<file path="config.mk">
export PLATFORM = sky130hd
export DESIGN_NAME = cpu_clock_ctrl
export DESIGN_NICKNAME = d
export VERILOG_FILES = /design/src/rtl/cpu_clk_pkg.sv /design/src/rtl/key_debounce.sv /design/src/rtl/cpu_clock_ctrl.sv
export SDC_FILE = /design/constraint.sdc
export NUM_CORES = 1
export LEC_CHECK = 0
export CAP_MARGIN = 20
export CELL_PAD_IN_SITES_DETAIL_PLACEMENT = 0
export CELL_PAD_IN_SITES_GLOBAL_PLACEMENT = 2
export CORE_MARGIN = 4
export CORE_UTILIZATION = 41
export DETAILED_ROUTE_END_ITERATION = 7
export DONT_BUFFER_PORTS = 1
export PLACE_DENSITY_LB_ADDON = 0.15
export RECOVER_POWER = 100
export SLEW_MARGIN = 40
export SYNTH_ARGS = -nofsm -noshare
export SYNTH_HDL_FRONTEND = slang
export SYNTH_SLANG_ARGS = --single-unit
</file>
<file path="constraint.sdc">
create_clock -name clk -period 2.95 [get_ports clk]
set_input_delay 0.295 -clock clk [delete_from_list [all_inputs] [get_ports clk]]
set_output_delay 0.295 -clock clk [all_outputs]
set_load 0.05 [all_outputs]
</file>
<file path="src/rtl/cpu_clk_pkg.sv">
// cpu_clk_pkg
// Shared definitions for the CPU clock controller: the mode state encoding
// and the width of the mode port.
package cpu_clk_pkg;

   localparam int MODE_W = 2;

   typedef enum logic [MODE_W-1:0] {
      MODE_RUN  = 2'd0,
      MODE_STEP = 2'd1,
      MODE_HALT = 2'd2
   } mode_e;

endpackage

</file>
<file path="src/rtl/key_debounce.sv">
// key_debounce
// Turns a raw push-button level into a one-cycle pulse per press: 2-flop
// synchroniser, optional debouncer, rising-edge detector.
// Optional feature macro: CPU_CLOCK_CTRL_DEBOUNCE_EN (adds the debouncer).
module key_debounce #(
   parameter int DEBOUNCE_CYCLES = 500000
) (
   input  logic clk,
   input  logic reset,
   input  logic i_key,
   output logic o_pulse
);

   logic r_sync1;
   logic r_sync2;
   logic r_prev;
   logic w_level;

   // Bring the asynchronous button level into the clock domain
   always_ff @(posedge clk) begin
      if (reset) begin
         r_sync1 <= 1'b0;
         r_sync2 <= 1'b0;
      end else begin
         r_sync1 <= i_key;
         r_sync2 <= r_sync1;
      end
   end

`ifdef CPU_CLOCK_CTRL_DEBOUNCE_EN
   localparam int CNT_W = $clog2(DEBOUNCE_CYCLES + 1);
   localparam logic [CNT_W-1:0] CNT_LAST = CNT_W'(DEBOUNCE_CYCLES - 1);

   logic             r_level;
   logic [CNT_W-1:0] r_stableCnt;

   // Adopt a new level only after it has differed from the current one for DEBOUNCE_CYCLES cycles in a row
   always_ff @(posedge clk) begin
      if (reset) begin
         r_level     <= 1'b0;
         r_stableCnt <= '0;
      end else if (r_sync2 == r_level) begin
         r_stableCnt <= '0;
      end else if (r_stableCnt == CNT_LAST) begin
         r_level     <= r_sync2;
         r_stableCnt <= '0;
      end else begin
         r_stableCnt <= r_stableCnt + 1'b1;
      end
   end

   assign w_level = r_level;
`else
   assign w_level = r_sync2;
`endif

   // Remember the previous level so a held key yields exactly one pulse
   always_ff @(posedge clk) begin
      if (reset) begin
         r_prev <= 1'b0;
      end else begin
         r_prev <= w_level;
      end
   end

   assign o_pulse = w_level & ~r_prev;

endmodule

</file>
<file path="src/rtl/cpu_clock_ctrl.sv">
// cpu_clock_ctrl
// Clock-enable generator for the 8-bit CPU: RUN at four rates, STEP from a
// push-button, and HALT when the CPU executes HLT. The CPU runs on the board
// clock qualified by cpu_ce.
// Optional feature macro: CPU_CLOCK_CTRL_DEBOUNCE_EN (debounces both keys).
module cpu_clock_ctrl
   import cpu_clk_pkg::*;
#(
   parameter int DIV_W           = 19,
   parameter int DEBOUNCE_CYCLES = 500000
) (
   input  logic              clk,
   input  logic              reset,
   input  logic              step_key,
   input  logic              mode_key,
   input  logic [1:0]        rate_sel,
   input  logic              cpu_halt,
   output logic              cpu_ce,
   output logic [MODE_W-1:0] mode,
   output logic              tick_led
);

   logic             w_stepPulse;
   logic             w_modePulse;
   logic [DIV_W-1:0] w_termCount;
   logic             w_rateChange;
   logic             w_terminal;

   mode_e            r_state;
   logic [DIV_W-1:0] r_divCnt;
   logic [1:0]       r_rateSel;
   logic             r_ce;
   logic             r_tick;

   key_debounce #(.DEBOUNCE_CYCLES(DEBOUNCE_CYCLES)) u_stepKey (
      .clk     (clk),
      .reset   (reset),
      .i_key   (step_key),
      .o_pulse (w_stepPulse)
   );

   key_debounce #(.DEBOUNCE_CYCLES(DEBOUNCE_CYCLES)) u_modeKey (
      .clk     (clk),
      .reset   (reset),
      .i_key   (mode_key),
      .o_pulse (w_modePulse)
   );

   // Period is 2^(DIV_W - 2*rate), so the terminal count is all ones shifted right by 2*rate
   assign w_termCount  = {DIV_W{1'b1}} >> {r_rateSel, 1'b0};
   assign w_rateChange = (rate_sel != r_rateSel);
   assign w_terminal   = (r_divCnt == w_termCount);

   // Registered copy of the rate select so that a change restarts the period
   always_ff @(posedge clk) begin
      if (reset) begin
         r_rateSel <= 2'd0;
      end else begin
         r_rateSel <= rate_sel;
      end
   end

   // Mode FSM, divider and cpu_ce generation; priority is halt, then mode pulse, then step/terminal count
   always_ff @(posedge clk) begin
      if (reset) begin
         r_state  <= MODE_RUN;
         r_divCnt <= '0;
         r_ce     <= 1'b0;
         r_tick   <= 1'b0;
      end else begin
         r_ce     <= 1'b0;
         r_divCnt <= '0;
         case (r_state)
            MODE_RUN: begin
               if (cpu_halt) begin
                  r_state <= MODE_HALT;
               end else if (w_modePulse) begin
                  r_state <= MODE_STEP;
               end else if (!w_rateChange) begin
                  if (w_terminal) begin
                     r_ce   <= 1'b1;
                     r_tick <= ~r_tick;
                  end else begin
                     r_divCnt <= r_divCnt + 1'b1;
                  end
               end
            end
            MODE_STEP: begin
               if (cpu_halt) begin
                  r_state <= MODE_HALT;
               end else if (w_modePulse) begin
                  r_state <= MODE_RUN;
               end else if (w_stepPulse) begin
                  r_ce   <= 1'b1;
                  r_tick <= ~r_tick;
               end
            end
            MODE_HALT: begin
               if (!cpu_halt && w_modePulse) begin
                  r_state <= MODE_STEP;
               end
            end
            default: begin
               r_state <= MODE_RUN;
            end
         endcase
      end
   end

   assign cpu_ce   = r_ce;
   assign mode     = r_state;
   assign tick_led = r_tick;

endmodule

</file>
Word level (Yosys, flattened, before mapping)
Index checks and enable logic that the tools add are counted.
{"block": "word_totals", "ff_bits": 31, "inputBits": 7, "out_inout_bits": 4, "word_cells": 62}
{"block": "classes", "n_addsub": 1, "n_eq_ne": 14, "shift": 1, "n_mux": 22, "n_bitwise": 6, "n_reduce_logical": 7}
{"op": "$add A19 B1 Y19 const B", "n": 1}
{"op": "$eq A19 B19 Y1", "n": 1}
{"op": "$shr A19 B3 Y19 const A", "n": 1}
{"op": "$mux W1", "n": 14}
{"op": "$ne A2 B2 Y1 const B", "n": 7}
{"op": "$mux W2", "n": 5}
{"op": "$reduce_and A8 Y1", "n": 1}
{"op": "$ne A3 B3 Y1 const B", "n": 2}
{"op": "$pmux W2 S3", "n": 1}
{"op": "$reduce_or A6 Y1", "n": 1}
{"op": "$not A1 Y1", "n": 4}
{"op": "$pmux W1 S2", "n": 2}
{"op": "$reduce_and A3 Y1", "n": 1}
{"op": "$and A1 B1 Y1", "n": 2}
{"op": "$eq A2 B1 Y1 const B", "n": 1}
{"op": "$eq A2 B2 Y1 const B", "n": 1}
{"op": "$logic_not A2 Y1", "n": 1}
{"op": "$ne A2 B1 Y1 const B", "n": 1}
{"op": "$ne A2 B2 Y1", "n": 1}
{"op": "$reduce_bool A2 Y1", "n": 1}
{"op": "$logic_and A1 B1 Y1", "n": 1}
{"op": "$logic_not A1 Y1", "n": 1}

Depth between registers and ports, before layout
{"block": "logic_depth", "word_depth": 7, "mapped_depth": 7, "depth_no_buf": 6}

Hierarchy
A second synthesis with hierarchy kept.
{"block": "unflattened", "cells_unflattened": 143, "hier_area_um2": 1311.3}
{"mod": "cpu_clock_ctrl", "instances": 1, "cells_each": 129, "area_each_um2": 1136.1, "seq_area_each_um2": 500.5}
{"mod": "key_debounce", "instances": 2, "cells_each": 7, "area_each_um2": 87.6, "seq_area_each_um2": 60.1}

Least setup slack after synthesis
No wires, ideal clock.
{"block": "synth_path", "path_kind": "flip-flop to flip-flop", "startpoint": "reg r_divCnt[0]", "endpoint": "reg r_tick (netlist: tick_led)", "setup_time_ns": 0.121, "arrival_time_ns": 1.621, "required_ns": 2.829, "slack_ns": 1.208, "stages_incl_launch_ff": 7, "n_path_buf": 0, "period_less_slack_ns": 1.742, "path_cell_list": "dfxtp_1 > ha_1 > nand3_1 > nor3_4 > o211ai_4 > o21ai_1 > mux2_2"}
{"block": "synth_via", "elab_chain_len": 3}
{"item": "from (decl)", "line": "cpu_clock_ctrl.sv:30", "source": "logic [DIV_W-1:0] r_divCnt;"}
{"item": "from (signal assigned)", "line": "cpu_clock_ctrl.sv:84", "source": "r_divCnt <= r_divCnt + 1'b1;"}
{"item": "$eq A19 B19 Y1", "line": "cpu_clock_ctrl.sv:52", "source": "assign w_terminal = (r_divCnt == w_termCount);"}
{"item": "$ne A2 B2 Y1 (no source line)"}
{"item": "$reduce_and A8 Y1 (no source line)"}
{"item": "to (signal assigned)", "line": "cpu_clock_ctrl.sv:82", "source": "r_tick <= ~r_tick;"}
{"item": "to (signal assigned)", "line": "cpu_clock_ctrl.sv:95", "source": "r_tick <= ~r_tick;"}
{"item": "to (decl)", "line": "cpu_clock_ctrl.sv:33", "source": "logic r_tick;"}
Every way passes these cells.
A chain may end at the register's enable or synchronous reset.

Final worst setup path
Ends and elaborated chain as after synthesis.

==> summary.md <==
| Metric | Value |
|---|---|
| Layout cells sized above 1 | `0.0800` |
| Top-area cell type share of the netlist area | `0.471` |
| Clk buf depth | `2` |
| TritonCTS buffer count | `5` |
| Number of global-route vias before repair | `892` |
| CP startpoint kind | `flip-flop` |
| Post-synthesis adder-cell area fraction | `0.00951` |
| Slew Viols, Final | `0` |
| Syn Nets | `149` |
| Sink Count | `31` |
| Clk slew on worst S/H paths | `100 ps` |
| Pwr Total | `0.804 mW` |
| Yosys Warn Count | `0` |
| Post-CTS sizing | `0` |
| Total grt overflow | `0` |
| Total track usage | `0.123` |
| Setup crit end kind | `flip-flop` |
| Slowest-stage cell, CP | `nor3_1` |
| CTS Root Buffer Type | `clkbuf_4` |
| Fillers | `313` |
| Initial cell density of the core | `0.431` |
| Die height | `64.7 um` |
| Final min period | `2300 ps` |
| WS Path Type | `flip-flop to flip-flop` |
| HPWL after DPL | `1510 um` |
| Type of the most critical hold path | `input pin to flip-flop` |
| Most flops, register | `r_divCnt` |
| Max VDD drop | `0.218 mV` |
| Antenna-violating nets left | `0` |
| Final worst path period share | `0.780` |
| I/O pins | `11` |
| Relative slew margins | `0.401` |
| Leak Pwr | `0.497 nW` |
| Cell Area, Placed | `1360 um^2` |
| Leading area contributor after synthesis | `dfxtp_1` |
| Status | `completed` |
| Final hold viol count | `0` |
| Netlist cell types | `31` |
| Via count | `927` |
| Total negative slack | `0 ps` |
| Fmax | `0.435 GHz` |
| Diode count | `0` |
| Flops & latches, synth | `31` |
| First-pass DRT Iterations | `4` |
| Main area contributors after synthesis | `dfxtp_1 47%, xor2_1 9.3%, nor2_1 7.4%` |
| Util after Layout | `0.478` |
| Synth Area in Compound Gates | `0.0703` |
| CP Cell Sequence | `ha_1, nand3_1, nor3_1, o211ai_4, o21ai_1, mux2_2` |
| Number of max-cap violations | `0` |
| CP Max Fanout | `6` |
| CP peak stage delay | `740 ps` |
| Cell Rows | `20` |
| Die area | `4180 um^2` |
| Post-synthesis mux area share | `0.00856` |
| Initial antenna violation count | `0` |
| DRC viols | `0` |
| Register Area | `621 um^2` |
| Nets | `157` |
| Fin worst setup slack | `649 ps` |
| Total Wirelength | `2120 um` |
| Area grow syn2layout | `10.9%` |
| Post-synth EDFFs | `0` |
| Main combinational cell family by area after synthesis | `simple AND/OR/NAND/NOR gates` |
| Worst-Margin Slew | `892 ps` |
| Placer Congestion | `0.679` |
| Final setup fails | `0` |
| Die span in x | `64.7 um` |
| Dpl ws | `967 ps` |
| PwrDens | `550 nW/um^2` |
| Global-route wire length before repair | `3810 um` |
| Skew-Pair Late Insertion Delay | `330 ps` |
| Area occupied by multi-input gates | `661 um^2` |
| Worst reg-to-reg setup slack | `650 ps` |
| Clock Skews | `5.69 ps` |
| Synth top cells by count | `31 x dfxtp_1, 26 x nor2_1, 14 x xor2_1` |
| Count leader, synth | `dfxtp_1` |
| Core ar. | `3050 um^2` |
| Simple-gate share of the synthesized area | `0.297` |
| Unrepaired setup endpoints after global routing | `no` |
| Most common flop cell mapped by yosys | `dfxtp_1` |
| Mapped cell area | `1320 um^2` |
| Pin count of the biggest net entering global routing | `20` |
| Sequential cell area fraction in the yosys report | `0.471` |
| Async S/R FF share, synth | `0` |
| Avg WL per Cell | `10.9 um` |
| Worst Path Arrival | `2530 ps` |
| Number of DRC markers in iteration 0 | `41` |
| H-tree levels | `2` |
| CP required | `3180 ps` |
| CTS tree | `done` |
| Synthesized instance count | `141` |
| XOR/XNOR Fraction of Synth Area | `0.126` |
| Avg Inst Size Synth | `9.34 um^2` |
| Largest register FFs | `19` |
| Final Cell Area | `1460 um^2` |
| IO buf count | `0` |
| DR vias/cell | `4.78` |
-- cells in the final DEF, fill, tap and decap left out, types with 2 or more instances in the layout --
cell type,n
a211oi_1,2
a21oi_1,2
and3_1,5
clkbuf_4,5
dfxtp_1,31
dlygate4sd3_1,3
inv_1,2
nand2_1,7
nand2b_1,3
nand3_1,9
nand4_1,3
nor2_1,26
nor2b_1,12
nor3_1,4
xnor2_1,5
xor2_1,14
-- metrics by stage --
stage	instances	hold WS (ps)
CTS	192	0.275
finish	194	85.0
global placement	183	368
global route	194	58.6
detailed placement	183	370
floorplan	141	367
-- worst paths after layout --
kind | cells after the start | from | to
worst max register to register | 6 | r_divCnt[0] | tick_led
worst min register to register | 1 | u_modeKey.r_sync1 | u_modeKey.r_sync2
worst min-delay path | 1 | rate_sel[0] | r_rateSel[0]
worst max-delay path | 6 | r_divCnt[0] | tick_led
-- metal layers --
metal	vias to the layer above	track usage	share of wire
met3	7	0.0641	0.047
met4	0	0.0633	0.025
met5	-	0	0
met2	11	0.184	0.43
li1	491	-	-
met1	418	0.142	0.50
-- layout make-up --
cell class	instances	area share
Multi-Input combinational cell	106	0.452
Sequential cell	31	0.425
Tap cell	44	0.0377
Clock buffer	6	0.0351
Clock inverter	2	0.0240
Timing Repair Buffer	3	0.0206
Inverter	2	0.00514
-- timing repair --
action	in CTS	in global routing
hold buffers	1	2
setup buffers	0	0
hold endpoints to repair	2	9
-- critical path: cells and delay by family (launching register included) --
| family | cells | cell delay, ps |
|---|---|---|
| compound gates | 2 | 420 |
| fa+ha+maj | 1 | 210 |
| flops | 1 | 380 |
| mux | 1 | 360 |
| simple gates | 2 | 830 |
-- cell families after synthesis --
kind of cell | after synthesis
mux | 1
buf+inv | 4
fa+ha+maj | 1
simple gates | 75
xor+xnor | 19
compound gates | 10
flops | 31
-- power by group --
part	total [mW]	internal [mW]	leakage, nW	switching, mW
Clock	0.344	0.200	0.0482	0.144
Sequential	0.436	0.425	0.252	0.0111
Combinational	0.0238	0.0119	0.197	0.0119
Power figures use the tool's default switching activity.
